**config.mk**
```make
export PLATFORM = sky130hd
export DESIGN_NAME = io_bus_sel_ctrl
export DESIGN_NICKNAME = d
export VERILOG_FILES = /design/src/rtl/io_bus_sel_ctrl.sv
export SDC_FILE = /design/constraint.sdc
export NUM_CORES = 1
export LEC_CHECK = 0
export CORE_MARGIN = 3
export CORE_UTILIZATION = 43
export CTS_CLUSTER_SIZE = 8
export DETAILED_ROUTE_END_ITERATION = 6
export PLACE_DENSITY = 0.8
export SYNTH_ARGS = -nofsm -noshare
export SYNTH_HDL_FRONTEND = slang
export SYNTH_SLANG_ARGS = --single-unit
```
**constraint.sdc**
```tcl
create_clock -name clk -period 3.74 [get_ports clk]
set_input_delay 0.561 -clock clk [delete_from_list [all_inputs] [get_ports clk]]
set_output_delay 0.561 -clock clk [all_outputs]
set_load 0.01 [all_outputs]
```
**src/rtl/io_bus_sel_ctrl.sv**
```systemverilog
// IO access sequencer: decodes the core address into a one-hot slave select,
// drives strobes and bus_sel, waits for ready with timeout and returns one response.
module io_bus_sel_ctrl #(
    parameter int                    NR_OF_BUSSES_IN = 4,
    parameter int                    ADDR_WIDTH      = 16,
    parameter int                    REGION_BITS     = 8,
    parameter logic [ADDR_WIDTH-1:0] BASE_ADDR       = 16'h0000,
    parameter int                    TIMEOUT_CYCLES  = 15
) (
    input  logic                       rst,
    input  logic                       clk,
    input  logic [ADDR_WIDTH-1:0]      core_addr,
    input  logic                       core_rd,
    input  logic                       core_wr,
    input  logic [31:0]                core_wdata,
    output logic [31:0]                core_rdata,
    output logic                       core_ready,
    output logic                       core_err,
    output logic [REGION_BITS-1:0]     io_addr,
    output logic [31:0]                io_wdata,
    output logic [NR_OF_BUSSES_IN-1:0] io_rd,
    output logic [NR_OF_BUSSES_IN-1:0] io_wr,
    input  logic [NR_OF_BUSSES_IN-1:0] io_ready,
    output logic [NR_OF_BUSSES_IN-1:0] bus_sel,
    input  logic [31:0]                dmux_data
);

    localparam int         IDX_W     = ADDR_WIDTH - REGION_BITS;
    localparam logic [1:0] ST_IDLE   = 2'd0;
    localparam logic [1:0] ST_ACCESS = 2'd1;
    localparam logic [1:0] ST_RESP   = 2'd2;
    localparam logic [7:0] TIMEOUT_C = 8'(TIMEOUT_CYCLES);
    localparam logic [NR_OF_BUSSES_IN-1:0] SEL_ZERO = {NR_OF_BUSSES_IN{1'b0}};

    logic [1:0]                 state_r;
    logic [7:0]                 cnt_r;
    logic                       is_rd_r;
    logic [IDX_W-1:0]           idx_s;
    logic                       in_range_s;
    logic [NR_OF_BUSSES_IN-1:0] sel_s;
    logic                       hit_s;
    logic [7:0]                 cnt_inc_s;

    function automatic logic [NR_OF_BUSSES_IN-1:0] onehot_sel(input logic [IDX_W-1:0] idx,
                                                               input logic en);
        logic [NR_OF_BUSSES_IN-1:0] v;
        v = SEL_ZERO;
        for (int i = 0; i < NR_OF_BUSSES_IN; i++) begin
            if (en && (idx == IDX_W'(i))) begin
                v[i] = 1'b1;
            end else begin
                v[i] = 1'b0;
            end
        end
        return v;
    endfunction

    // Address decode and ready/timeout qualification
    always_comb begin
        idx_s      = IDX_W'((core_addr - BASE_ADDR) >> REGION_BITS);
        in_range_s = (core_addr >= BASE_ADDR) && (idx_s < IDX_W'(NR_OF_BUSSES_IN));
        sel_s      = onehot_sel(idx_s, in_range_s);
        // only the selected slave's ready counts
        hit_s      = |(io_ready & bus_sel);
        cnt_inc_s  = cnt_r + 8'd1;
    end

    // Access sequencer: IDLE samples, ACCESS holds strobes, RESP pulses ready
    always_ff @(posedge clk or posedge rst) begin
        if (rst) begin
            state_r    <= ST_IDLE;
            cnt_r      <= 8'd0;
            is_rd_r    <= 1'b0;
            core_rdata <= 32'd0;
            core_ready <= 1'b0;
            core_err   <= 1'b0;
            io_addr    <= {REGION_BITS{1'b0}};
            io_wdata   <= 32'd0;
            io_rd      <= SEL_ZERO;
            io_wr      <= SEL_ZERO;
            bus_sel    <= SEL_ZERO;
        end else begin
            case (state_r)
                ST_IDLE: begin
                    core_ready <= 1'b0;
                    core_err   <= 1'b0;
                    if (core_rd && core_wr) begin
                        state_r    <= ST_RESP;
                        core_ready <= 1'b1;
                        core_err   <= 1'b1;
                        core_rdata <= 32'd0;
                    end else if (core_rd || core_wr) begin
                        if (!in_range_s) begin
                            state_r    <= ST_RESP;
                            core_ready <= 1'b1;
                            core_err   <= 1'b1;
                            if (core_rd) begin
                                core_rdata <= 32'd0;
                            end
                        end else begin
                            state_r <= ST_ACCESS;
                            io_addr <= core_addr[REGION_BITS-1:0];
                            if (core_wr) begin
                                io_wdata <= core_wdata;
                            end
                            io_rd   <= core_rd ? sel_s : SEL_ZERO;
                            io_wr   <= core_wr ? sel_s : SEL_ZERO;
                            bus_sel <= sel_s;
                            is_rd_r <= core_rd;
                            cnt_r   <= 8'd0;
                        end
                    end
                end
                ST_ACCESS: begin
                    if (hit_s) begin
                        if (is_rd_r) begin
                            core_rdata <= dmux_data;
                        end
                        io_rd      <= SEL_ZERO;
                        io_wr      <= SEL_ZERO;
                        bus_sel    <= SEL_ZERO;
                        state_r    <= ST_RESP;
                        core_ready <= 1'b1;
                        core_err   <= 1'b0;
                    end else if (cnt_inc_s >= TIMEOUT_C) begin
                        if (is_rd_r) begin
                            core_rdata <= 32'd0;
                        end
                        io_rd      <= SEL_ZERO;
                        io_wr      <= SEL_ZERO;
                        bus_sel    <= SEL_ZERO;
                        state_r    <= ST_RESP;
                        core_ready <= 1'b1;
                        core_err   <= 1'b1;
                    end else begin
                        cnt_r <= cnt_inc_s;
                    end
                end
                ST_RESP: begin
                    core_ready <= 1'b0;
                    core_err   <= 1'b0;
                    state_r    <= ST_IDLE;
                end
                default: begin
                    state_r    <= ST_IDLE;
                    core_ready <= 1'b0;
                    core_err   <= 1'b0;
                    io_rd      <= SEL_ZERO;
                    io_wr      <= SEL_ZERO;
                    bus_sel    <= SEL_ZERO;
                end
            endcase
        end
    end

endmodule

```
== Word level (Yosys, flattened, before mapping) ==
Index checks and enable logic that the tools add are counted.
W data, S select, Z words.

* Logic and storage cells: 100
* Input bits: 88
* Register bits after elaboration: 97
* Output and inout port bits: 86

* Reductions and logical operators: 17
* Multiplexer cells: 49
* Eq/ne operators: 16
* Bitwise logic cells: 3
* Add/sub/neg operators: 1
* Magnitude comparators: 3

{| class="wikitable"
|+ Operators with widths
! kind !! number
|-
| $mux W32 || 8
|-
| $pmux W32 S2 || 1
|-
| $mux W4 || 13
|-
| $mux W8 || 5
|-
| $pmux W4 S3 || 3
|-
| $ne A3 B3 Y1 const B || 6
|-
| $eq A8 B2 Y1 const B || 2
|-
| $ge A16 B1 Y1 const B || 1
|-
| $pmux W8 S2 || 1
|-
| $mux W1 || 10
|-
| $mux W2 || 5
|-
| $ne A2 B2 Y1 const B || 5
|-
| $reduce_and A5 Y1 || 2
|-
| $add A8 B1 Y8 const B || 1
|-
| $eq A8 B1 Y1 const B || 1
|-
| $ge A8 B4 Y1 const B || 1
|-
| $logic_not A8 Y1 || 1
|-
| $lt A8 B3 Y1 const B || 1
|-
| $reduce_and A7 Y1 || 1
|-
| $logic_and A1 B1 Y1 || 6
|-
| $reduce_and A6 Y1 || 1
|-
| $and A4 B4 Y4 || 1
|-
| $pmux W1 S2 || 2
|-
| $pmux W2 S2 || 1
|-
| 9 further kinds || 10
|}

== Longest topological paths before layout ==
Gate-level depths: netlist (run 1).

* Word-level depth: 9
* Mapped depth: 8

== Worst setup path after synthesis (run 1) ==
No wires, ideal clock.

* Path kind: input to register
* Start: input core_addr[13]
* End: register bus_sel[0]
* Path slack: 1,455 ps
* Arrival time: 2,160 ps
* Cell stages on the path: 6
* Library setup time: 125 ps
* Required time: 3,615 ps
* Path through: or4_4 -> or2_4 -> nor3_2 -> o32a_4 -> buf_12 -> mux2_4

* Cells in the longest elaborated chain, start to end: 8

{| class="wikitable"
|+ RTL lines
! what !! RTL line !! text
|-
| from (decl) || 12 || <nowiki>input logic [ADDR_WIDTH-1:0] core_addr,</nowiki>
|-
| $ge A16 B1 Y1 / $lt A8 B3 Y1 (equally long branches) || 61 || <nowiki>in_range_s = (core_addr >= BASE_ADDR) && (idx_s < IDX_W'(NR_OF_BUSSES_IN));</nowiki>
|-
| $logic_and A1 B1 Y1 || 61 ||
|-
| $logic_and A1 B1 Y1 || 49 || <nowiki>if (en && (idx == IDX_W'(i))) begin</nowiki>
|-
| $mux W1 || 49 ||
|-
| $mux W4 || 93 || <nowiki>if (!in_range_s) begin</nowiki>
|-
| $mux W4 || 92 || <nowiki>end else if (core_rd || core_wr) begin</nowiki>
|-
| $mux W4 || 87 || <nowiki>if (core_rd && core_wr) begin</nowiki>
|-
| $pmux W4 S3 || 83 || <nowiki>case (state_r)</nowiki>
|-
| to (signal assigned) || 108 || <nowiki>bus_sel <= sel_s;</nowiki>
|-
| to (decl) || 24 || <nowiki>output logic [NR_OF_BUSSES_IN-1:0] bus_sel,</nowiki>
|}

Several ways; a longest one is shown, not always the timed one. The select of a mux whose other input is x is not followed.
A chain may end at the register's enable or synchronous reset.

== Worst setup path after layout (run 1) ==
* Start: register cnt_r[0]
* End: register core_rdata[21]

* Cells in the longest elaborated chain, start to end: 4

{| class="wikitable"
|+ RTL lines
! what !! RTL line !! text
|-
| from (decl) || 36 || <nowiki>logic [7:0] cnt_r;</nowiki>
|-
| from (signal assigned) || 136 || <nowiki>cnt_r <= cnt_inc_s;</nowiki>
|-
| $add A8 B1 Y8 (*) || 65 || <nowiki>cnt_inc_s = cnt_r + 8'd1;</nowiki>
|-
| $ge A8 B4 Y1 (*) || 125 || <nowiki>end else if (cnt_inc_s >= TIMEOUT_C) begin</nowiki>
|-
| $ne A3 B3 Y1 (no line) || -- ||
|-
| $reduce_and A7 Y1 (no line) (*) || -- ||
|-
| to (signal assigned) || 117 || <nowiki>core_rdata <= dmux_data;</nowiki>
|-
| to (decl) || 16 || <nowiki>output logic [31:0] core_rdata,</nowiki>
|}

Every way passes the cells marked *; elsewhere a longest branch is shown, timed or not.

==> results.cfg, run 1 <==
[yosys]
netlist_area_mm2 = 0.00409
yosysWarnings = 0
async_flop_share = 1.00
ys_ff_latch = 97
seq_area_frac_synth = 0.593
syn-num-nets = 384
netlist.area_leader.share = 0.593
yosys_most_used_dff = dfrtp_1
synth_edf_count = 0
synth_area_per_cell_um2 = 13.9
yosys-top-cells-area = dfrtp_1 59%, mux2_1 12%, a22o_1 7.3%
synthCells = 294
synth_top_area_cell = dfrtp_1
ys_types = 50

[hold_path]
min_from = io_addr[0]
hold_class = reg2reg
hold_depth = 1

[clock_tree]
cts_sinks = 97
insertion_delay_ps = 360
clk_pin_slew_ps = 100
post_cts_buffers = 0
clk_path_buf_depth = 2
hold_buffers = 0
cts_resized = 0
cts_made_buffers = 9
htree_levels = 3
cts_tree = yes
root_buffer = clkbuf_8

[job]
cap_violations = 0

[timing]
tightestPinTransition_ps = 1270
period_needed_ps = 2920
whs_ps = 499
timing.slew.headroom = 0.156
setup_tns_ps = 0
max_freq_mhz = 343
skew_ps = 20.0
setup_viol = 0
drv_slew = 0
finalHoldViolCount = 0
period_share = 0.780
rsz0062_at_grt = no

[grt]
grt_overflow = 0
grt_max_degree = 52
grt_pass1_wl_um = 17300
first_global_vias = 3248
antenna_found_initial = 0
grt_usage = 0.199

[finish]
syn_to_final_growth_pct = 48.8
layout.cells.most_common_list = 173 x clkdlybuf4s50_1, 97 x dfrtp_1, 42 x mux2_1
final_common_cell = clkdlybuf4s50_1
n_antenna_cell = 0
multi_input_area_mm2 = 0.00151
register_area_mm2 = 0.00243
nets = 557
drive_above_1_share = 0.0890
fillCellCount = 669
post-route-util = 0.678

[power]
clkPwrFrac = 0.275
power_frac_comb = 0.201
p_int_mw = 1.65
p_switching_mw = 0.637
ir_drop_mv = 0.227
power_density_mw_per_mm2 = 376
p_sw_frac = 0.278
p_leak_nw = 2.72
p_seq_frac = 0.524
p_total_mw = 2.29

[placed_design]
portBuffers = 173
place_hpwl_um = 7880
place.gp.congestion = 0.848

[critical_path]
start_kind = register
crit_start = cnt_r[0]
crit_path_max_incr_delay_ps = 1080
endpoint_kind = register
crit_fanout = 32
critPathArrivalTime_ps = 3210
cp_slowest_cell = o31ai_4
ff2ff_path_depth = 6
r2r_start = cnt_r[0]
path_class = reg2reg
required_ps = 4030
path_cells = ha_1 > and3_1 > nor4_1 > o211ai_2 > o31ai_4 > a22o_1

[detailed_routing]
drtPass1Iterations = 5
ant_nets = 0
routedWlPerCell_um = 17.3
drcViolationCount = 0
drt-initial-drc-count = 124
totalWireLength_um = 10300
vias_per_cell = 5.03
vias = 3009

[floorplanning]
dieArea_mm2 = 0.0107
die_y_um = 104
ioPinCount = 174
rows = 34
fp.dieW_um = 104
core_area_mm2 = 0.00898
initial_core_util = 0.456

[outcome]
outcome = complete, no violations
==> cell usage after synthesis (2+ instances only) <==
master / count
o211ai_1: 2
nor4_1: 3
nand3b_2: 2
a21oi_1: 4
buf_2: 4
nand2_1: 16
buf_6: 4
o31ai_1: 3
or3_1: 2
mux2i_1: 8
mux2_4: 2
inv_1: 14
ha_1: 2
nor3_2: 2
dfrtp_1: 97
a22o_1: 34
nor2_1: 3
o311ai_1: 2
mux2_1: 42
clkbuf_1: 6
nor3b_2: 2
or4_4: 2
nand2b_1: 4
nor2b_1: 2
and3_1: 2
and2_1: 6
==> worst max-delay path: cells and delay by family (launching register included) <==
family	cells	cell delay, ps
flip-flops	1	480
AO/OA/AOI/OAI	3	1680
adder cells (fa/ha/maj)	1	270
AND/OR/NAND/NOR	2	420
==> final cells by class <==
type | instances | share of cell area
sequential | 97 | 0.399
timing repair buffer | 177 | 0.289
multi-input combinational | 168 | 0.248
tap | 126 | 0.0259
clock buffer | 9 | 0.0203
clock inverter | 7 | 0.00904
inverter | 14 | 0.00904
==> power groups by stage <==
stage	logic [mW]	registers (mW)	clock network, mW
2_1_floorplan	0.150	1.25	0
3_3_place_gp	0.458	1.21	0
3_5_place_dp	0.466	1.22	0
4_1_cts	0.468	1.20	0.646
5_1_grt	0.504	1.21	0.691
6_report	0.461	1.20	0.631
==> per-layer routing <==
layer	global-route usage	wire length, um	up-vias
met2	0.336	5190	119
met1	0.255	4310	1462
li1	-	-	1415
met4	0.0646	162	0
met5	0	0	-
met3	0.0473	655	13
==> logic make-up (layout without fill, tap and decap cells) <==
kind of cell    after synthesis  after routing  synth area share
xor+xnor                      1              1           0.00214
fa+ha+maj                     3              3           0.00856
compound gates               57             57             0.127
flops                        97             97             0.593
mux                          52             52             0.143
simple gates                 55             55            0.0872
buf+inv                      29            207            0.0391
==> flip-flops by register name (all words and copies together) (netlist names) <==
| register | count |
|---|---|
| bus_sel | 4 |
| cnt_r | 8 |
| core_err | 1 |
| core_rdata | 32 |
| core_ready | 1 |
| io_addr | 8 |
| io_rd | 4 |
| io_wdata | 32 |
| io_wr | 4 |
| is_rd_r | 1 |
| state_r | 2 |
==> path summary, 6_finish.rpt <==
check / endpoint / slack (ps)
worst min register to register: io_addr[0] / 500
worst min-delay path: io_addr[0] / 500
max in group asynchronous: cnt_r[2] / 2320
worst max-delay path: core_rdata[21] / 820
min in group asynchronous: io_wdata[22] / 650
worst max register to register: core_rdata[21] / 820
==> per-stage QoR <==
stage               cells  cell area, um^2  setup WS (ps)
floorplan             294             4090            645
global placement      582             5910            555
detailed placement    582             5910            464
CTS                   598             6090            840
global route          598             6090            626
finish                598             6090            823
Power figures use the tool's default switching activity.
==> inputs of run 2 (changes only) <==
CORE_UTILIZATION = 38   (was 43)
PLACE_DENSITY = 0.75   (was 0.8)
clock period = 2.5 ns   (was 3.74 ns; I/O delays follow)
==> run 2 against run 1 <==
  * Combinational power grew 56%
  * Utilization is 7.6 points lower
  * Cell count increased by 3.7%
  * Via count rose by 2.8%
  * Largest power group unchanged
==> results.cfg, run 2 (same netlist as run 1, synthesis figures left out) <==
[job]
cap_violations = 0

[finish]
reg_top3 = core_rdata x32, io_wdata x32
drive_above_1_share = 0.112
n_antenna_cell = 0
nets = 569
syn_to_final_growth_pct = 53.3
fin_cells = 620
design_area_mm2 = 0.00627
layout.cells.most_common_list = 173 x clkdlybuf4s50_1, 97 x dfrtp_1, 42 x mux2_1
final_common_cell = clkdlybuf4s50_1
post-route-util = 0.602

[timing]
tightestPinTransition_ps = 579
setup_viol = 0
finalHoldViolCount = 0
skew_ps = 17.6
drv_slew = 0
rsz0062_at_grt = no
timing.slew.headroom = 0.614
period_needed_ps = 2300
period_share = 0.920
whs_ps = 499
max_freq_mhz = 435

[detailed_routing]
ant_nets = 0
drcViolationCount = 0
drt-initial-drc-count = 121
totalWireLength_um = 10200
vias = 3094
vias_per_cell = 4.99
routedWlPerCell_um = 16.4
drtPass1Iterations = 4

[power]
ir_drop_mv = 0.342
p_leak_nw = 2.81
power_density_mw_per_mm2 = 559
p_total_mw = 3.50

[critical_path]
cp_slowest_cell = o31ai_4
crit_path_max_incr_delay_ps = 520
critPathArrivalTime_ps = 2600
endpoint_kind = register
start_kind = register
required_ps = 2800
path_class = reg2reg
path_cells = ha_1 > and3_1 > nor4_1 > o211ai_2 > o31ai_4 > buf_12 > a22o_1
crit_fanout = 11

[outcome]
outcome = complete, no violations

[placed_design]
place.gp.congestion = 0.777
dp_cells = 604
place_hpwl_um = 7790
place_area_mm2 = 0.00608
portBuffers = 173

[clock_tree]
hold_buffers = 0
insertion_delay_ps = 370
post_cts_buffers = 0
clk_path_buf_depth = 2
root_buffer = clkbuf_8
cts_made_buffers = 9
htree_levels = 3
cts_resized = 0
cts_sinks = 97
clk_pin_slew_ps = 100
cts_tree = yes

[grt]
antenna_found_initial = 0
grt_pass1_wl_um = 15700
first_global_vias = 3192
grt_max_degree = 98
grt_overflow = 0
grt_usage = 0.166

[floorplanning]
dieArea_mm2 = 0.0120
ioPinCount = 174
die_y_um = 110
initial_core_util = 0.393
core_area_mm2 = 0.0104
rows = 37
fp.dieW_um = 110

[hold_path]
hold_class = reg2reg
[run 2: changes by cell type in the layout (fill, tap and decap cells not counted), sizes merged]
cell      previous run  this run
inv                 16        17
buf                  4        16
clkinvlp             1         2
clkinv               4         2
[run 2: layout make-up]
cell class	instances	area [um^2]
Inverter	14	56.3
Tap cell	136	170
Clock buffer	9	124
Timing Repair Buffer	189	1910
Fill cell	844	4150
Multi-Input combinational cell	168	1510
Clock inverter	7	70.1
Sequential cell	97	2430
[run 2: critical path: cells and delay by family (launching register included)]
kind                     cells  cell delay, ps
AO/OA/AOI/OAI                3             870
flip-flops                   1             470
AND/OR/NAND/NOR              2             430
adder cells (fa/ha/maj)      1             270
buffers and inverters        1             210
[run 2: worst paths after layout]
check,start,end,slack [ps],cells past startpoint
hold reg to reg,io_addr[4],io_addr[4],500,1
setup reg to reg,cnt_r[0],core_rdata[10],200,7
setup / recovery,cnt_r[0],core_rdata[10],200,7
max in group asynchronous,rst,cnt_r[4],1610,3
min in group asynchronous,rst,core_rdata[17],510,3
hold / removal,io_addr[4],io_addr[4],500,1
[run 2: routing by layer]
layer / wire length [um] / GRT usage
met4: 175 / 0.0606
met2: 5080 / 0.281
met3: 778 / 0.0435
met1: 4140 / 0.204
met5: 0 / 0
[run 2: where the power goes]
part / switching [mW] / total (mW) / internal (mW) / leakage, nW
registers: 0.0964 / 1.79 / 1.70 / 1.31
logic: 0.288 / 0.721 / 0.433 / 1.40
clock network: 0.598 / 0.991 / 0.393 / 0.0973
[run 2: through the flow]
stage          TNS [ps]  setup WS, ps
6_report              0           201
5_1_grt               0          74.4
4_1_cts               0           198
3_5_place_dp       -211         -27.2
3_3_place_gp          0          14.2
2_1_floorplan         0           372
==> inputs of run 3 (changes only) <==
CORE_MARGIN = not set   (was 3)
==> run 3 against run 2 <==
  * Power rose by 1.1%
  * Register-to-register slack got worse by 20 ps
  * Worst setup slack got worse by 20 ps
  * Clock power rose by 6%
  * Critical path depth rose by 1
  * Sequential power barely moved
  * Non-clock buffer count rose by 2
  * Global-route usage rose by 2.0 points
  * First-iteration DRC count fell by 12%
  * Clock skew rose by 2.2 ps
  * Critical path type unchanged
  * Critical endpoint is now core_rdata[14]
  * Highest routed layer unchanged
==> results.cfg, run 3 (same netlist as run 1, synthesis figures left out) <==
[critical_path]
r2r_start = cnt_r[1]
critPathArrivalTime_ps = 2610
path_cells = ha_1 > and3_1 > nor4_1 > o211ai_2 > buf_4 > o31ai_4 > buf_12 > a22o_1
path_class = reg2reg
critPathTopFamily = compound AO/OA/AOI/OAI gates
crit_path_max_incr_delay_ps = 480
ff2ff_path_depth = 8
crit_start = cnt_r[1]
crit_fanout = 32
required_ps = 2790
r2r_slack_ps = 180
cp_slowest_cell = dfrtp_1
path_buf_inv = 2
start_kind = register
r2r_end = core_rdata[14]
endpoint_kind = register

[timing]
period_needed_ps = 2320
period_share = 0.927
max_freq_mhz = 431
whs_ps = 392
layout_setup_ws_ps = 181
drv_slew = 0
timing.slew.headroom = 0.334
tightestPinTransition_ps = 993
rsz0062_at_grt = no
setup_tns_ps = 0
skew_ps = 19.8
finalHoldViolCount = 0
setup_viol = 0

[grt]
grt_overflow = 0
antenna_found_initial = 0
grt_pass1_wl_um = 16400
first_global_vias = 3271
grt_max_degree = 47
grt_usage = 0.186

[finish]
layout.cells.most_common_list = 173 x clkdlybuf4s50_1, 97 x dfrtp_1, 42 x mux2_1
syn_to_final_growth_pct = 54.0
reg_top3 = core_rdata x32, io_wdata x32
n_antenna_cell = 0
drive_above_1_share = 0.115
nets = 571
design_area_mm2 = 0.00630
final_common_cell = clkdlybuf4s50_1
post-route-util = 0.608

[placed_design]
place_hpwl_um = 7550
dp_worst_setup_slack_ps = -5.28
place.gp.congestion = 0.846
place_area_mm2 = 0.00608
portBuffers = 173

[clock_tree]
htree_levels = 3
root_buffer = clkbuf_8
post_cts_buffers = 0
cts_resized = 0
cts_sinks = 97
insertion_delay_ps = 370
clk_pin_slew_ps = 110
cts_made_buffers = 9
hold_buffers = 0
cts_tree = yes
clk_path_buf_depth = 2

[outcome]
outcome = complete, no violations

[detailed_routing]
drt-initial-drc-count = 106
vias_per_cell = 4.94
drcViolationCount = 0
totalWireLength_um = 10100
drtPass1Iterations = 4
ant_nets = 0
routedWlPerCell_um = 16.2
vias = 3071

[floorplanning]
fp.dieW_um = 106
initial_core_util = 0.395
die_y_um = 106
ioPinCount = 174
rows = 37
core_area_mm2 = 0.0104
dieArea_mm2 = 0.0112

[power]
p_leak_nw = 2.82
power_density_mw_per_mm2 = 563
ir_drop_mv = 0.341

[hold_path]
hold_class = in2async

[job]
cap_violations = 0
run 3: cell count changes in the layout (fill, tap and decap cells not counted), sizes merged:
cell,delta
bufinv,+1
clkinv,-2
inv,-1
buf,+2
clkinvlp,+2
run 3: power by group:
| group | internal [mW] | switching [mW] |
|---|---|---|
| Clock | 0.479 | 0.568 |
| Combinational | 0.425 | 0.288 |
| Sequential | 1.70 | 0.0873 |
| Total | 2.60 | 0.943 |
run 3: stage by stage:
stage          std cells  power, mW
2_1_floorplan        294       2.09
3_3_place_gp         604       2.52
3_5_place_dp         604       2.53
4_1_cts              620       3.60
5_1_grt              622       3.73
6_report             622       3.54
run 3: how the worst max path moves through the flow:
stage                     end  cells past startpoint
2_1_floorplan      bus_sel[0]                      7
3_3_place_gp       bus_sel[1]                      6
3_5_place_dp       bus_sel[1]                      6
4_1_cts        core_rdata[14]                      8
5_1_grt         core_rdata[7]                      8
6_report       core_rdata[14]                      8
run 3: final cells by class:
| cell class | count | area (um^2) |
|---|---|---|
| Sequential cell | 97 | 2430 |
| Clock buffer | 9 | 124 |
| Clock inverter | 7 | 83.8 |
| Inverter | 14 | 56.3 |
| Timing Repair Buffer | 191 | 1930 |
| Fill cell | 848 | 4070 |
| Multi-Input combinational cell | 168 | 1510 |
| Tap cell | 136 | 170 |
run 3: worst reg2reg max path: stages (launching register included):
cell	delay (ps)
dfrtp_1	480
ha_1	260
and3_1	190
nor4_1	260
o211ai_2	250
buf_4	230
o31ai_4	210
buf_12	220
a22o_1	170
run 3: layer usage:
layer / wire length, um / GRT usage
met1: 4250 / 0.238
met2: 5000 / 0.310
met3: 672 / 0.0464
met4: 148 / 0.0575
met5: 0 / 0
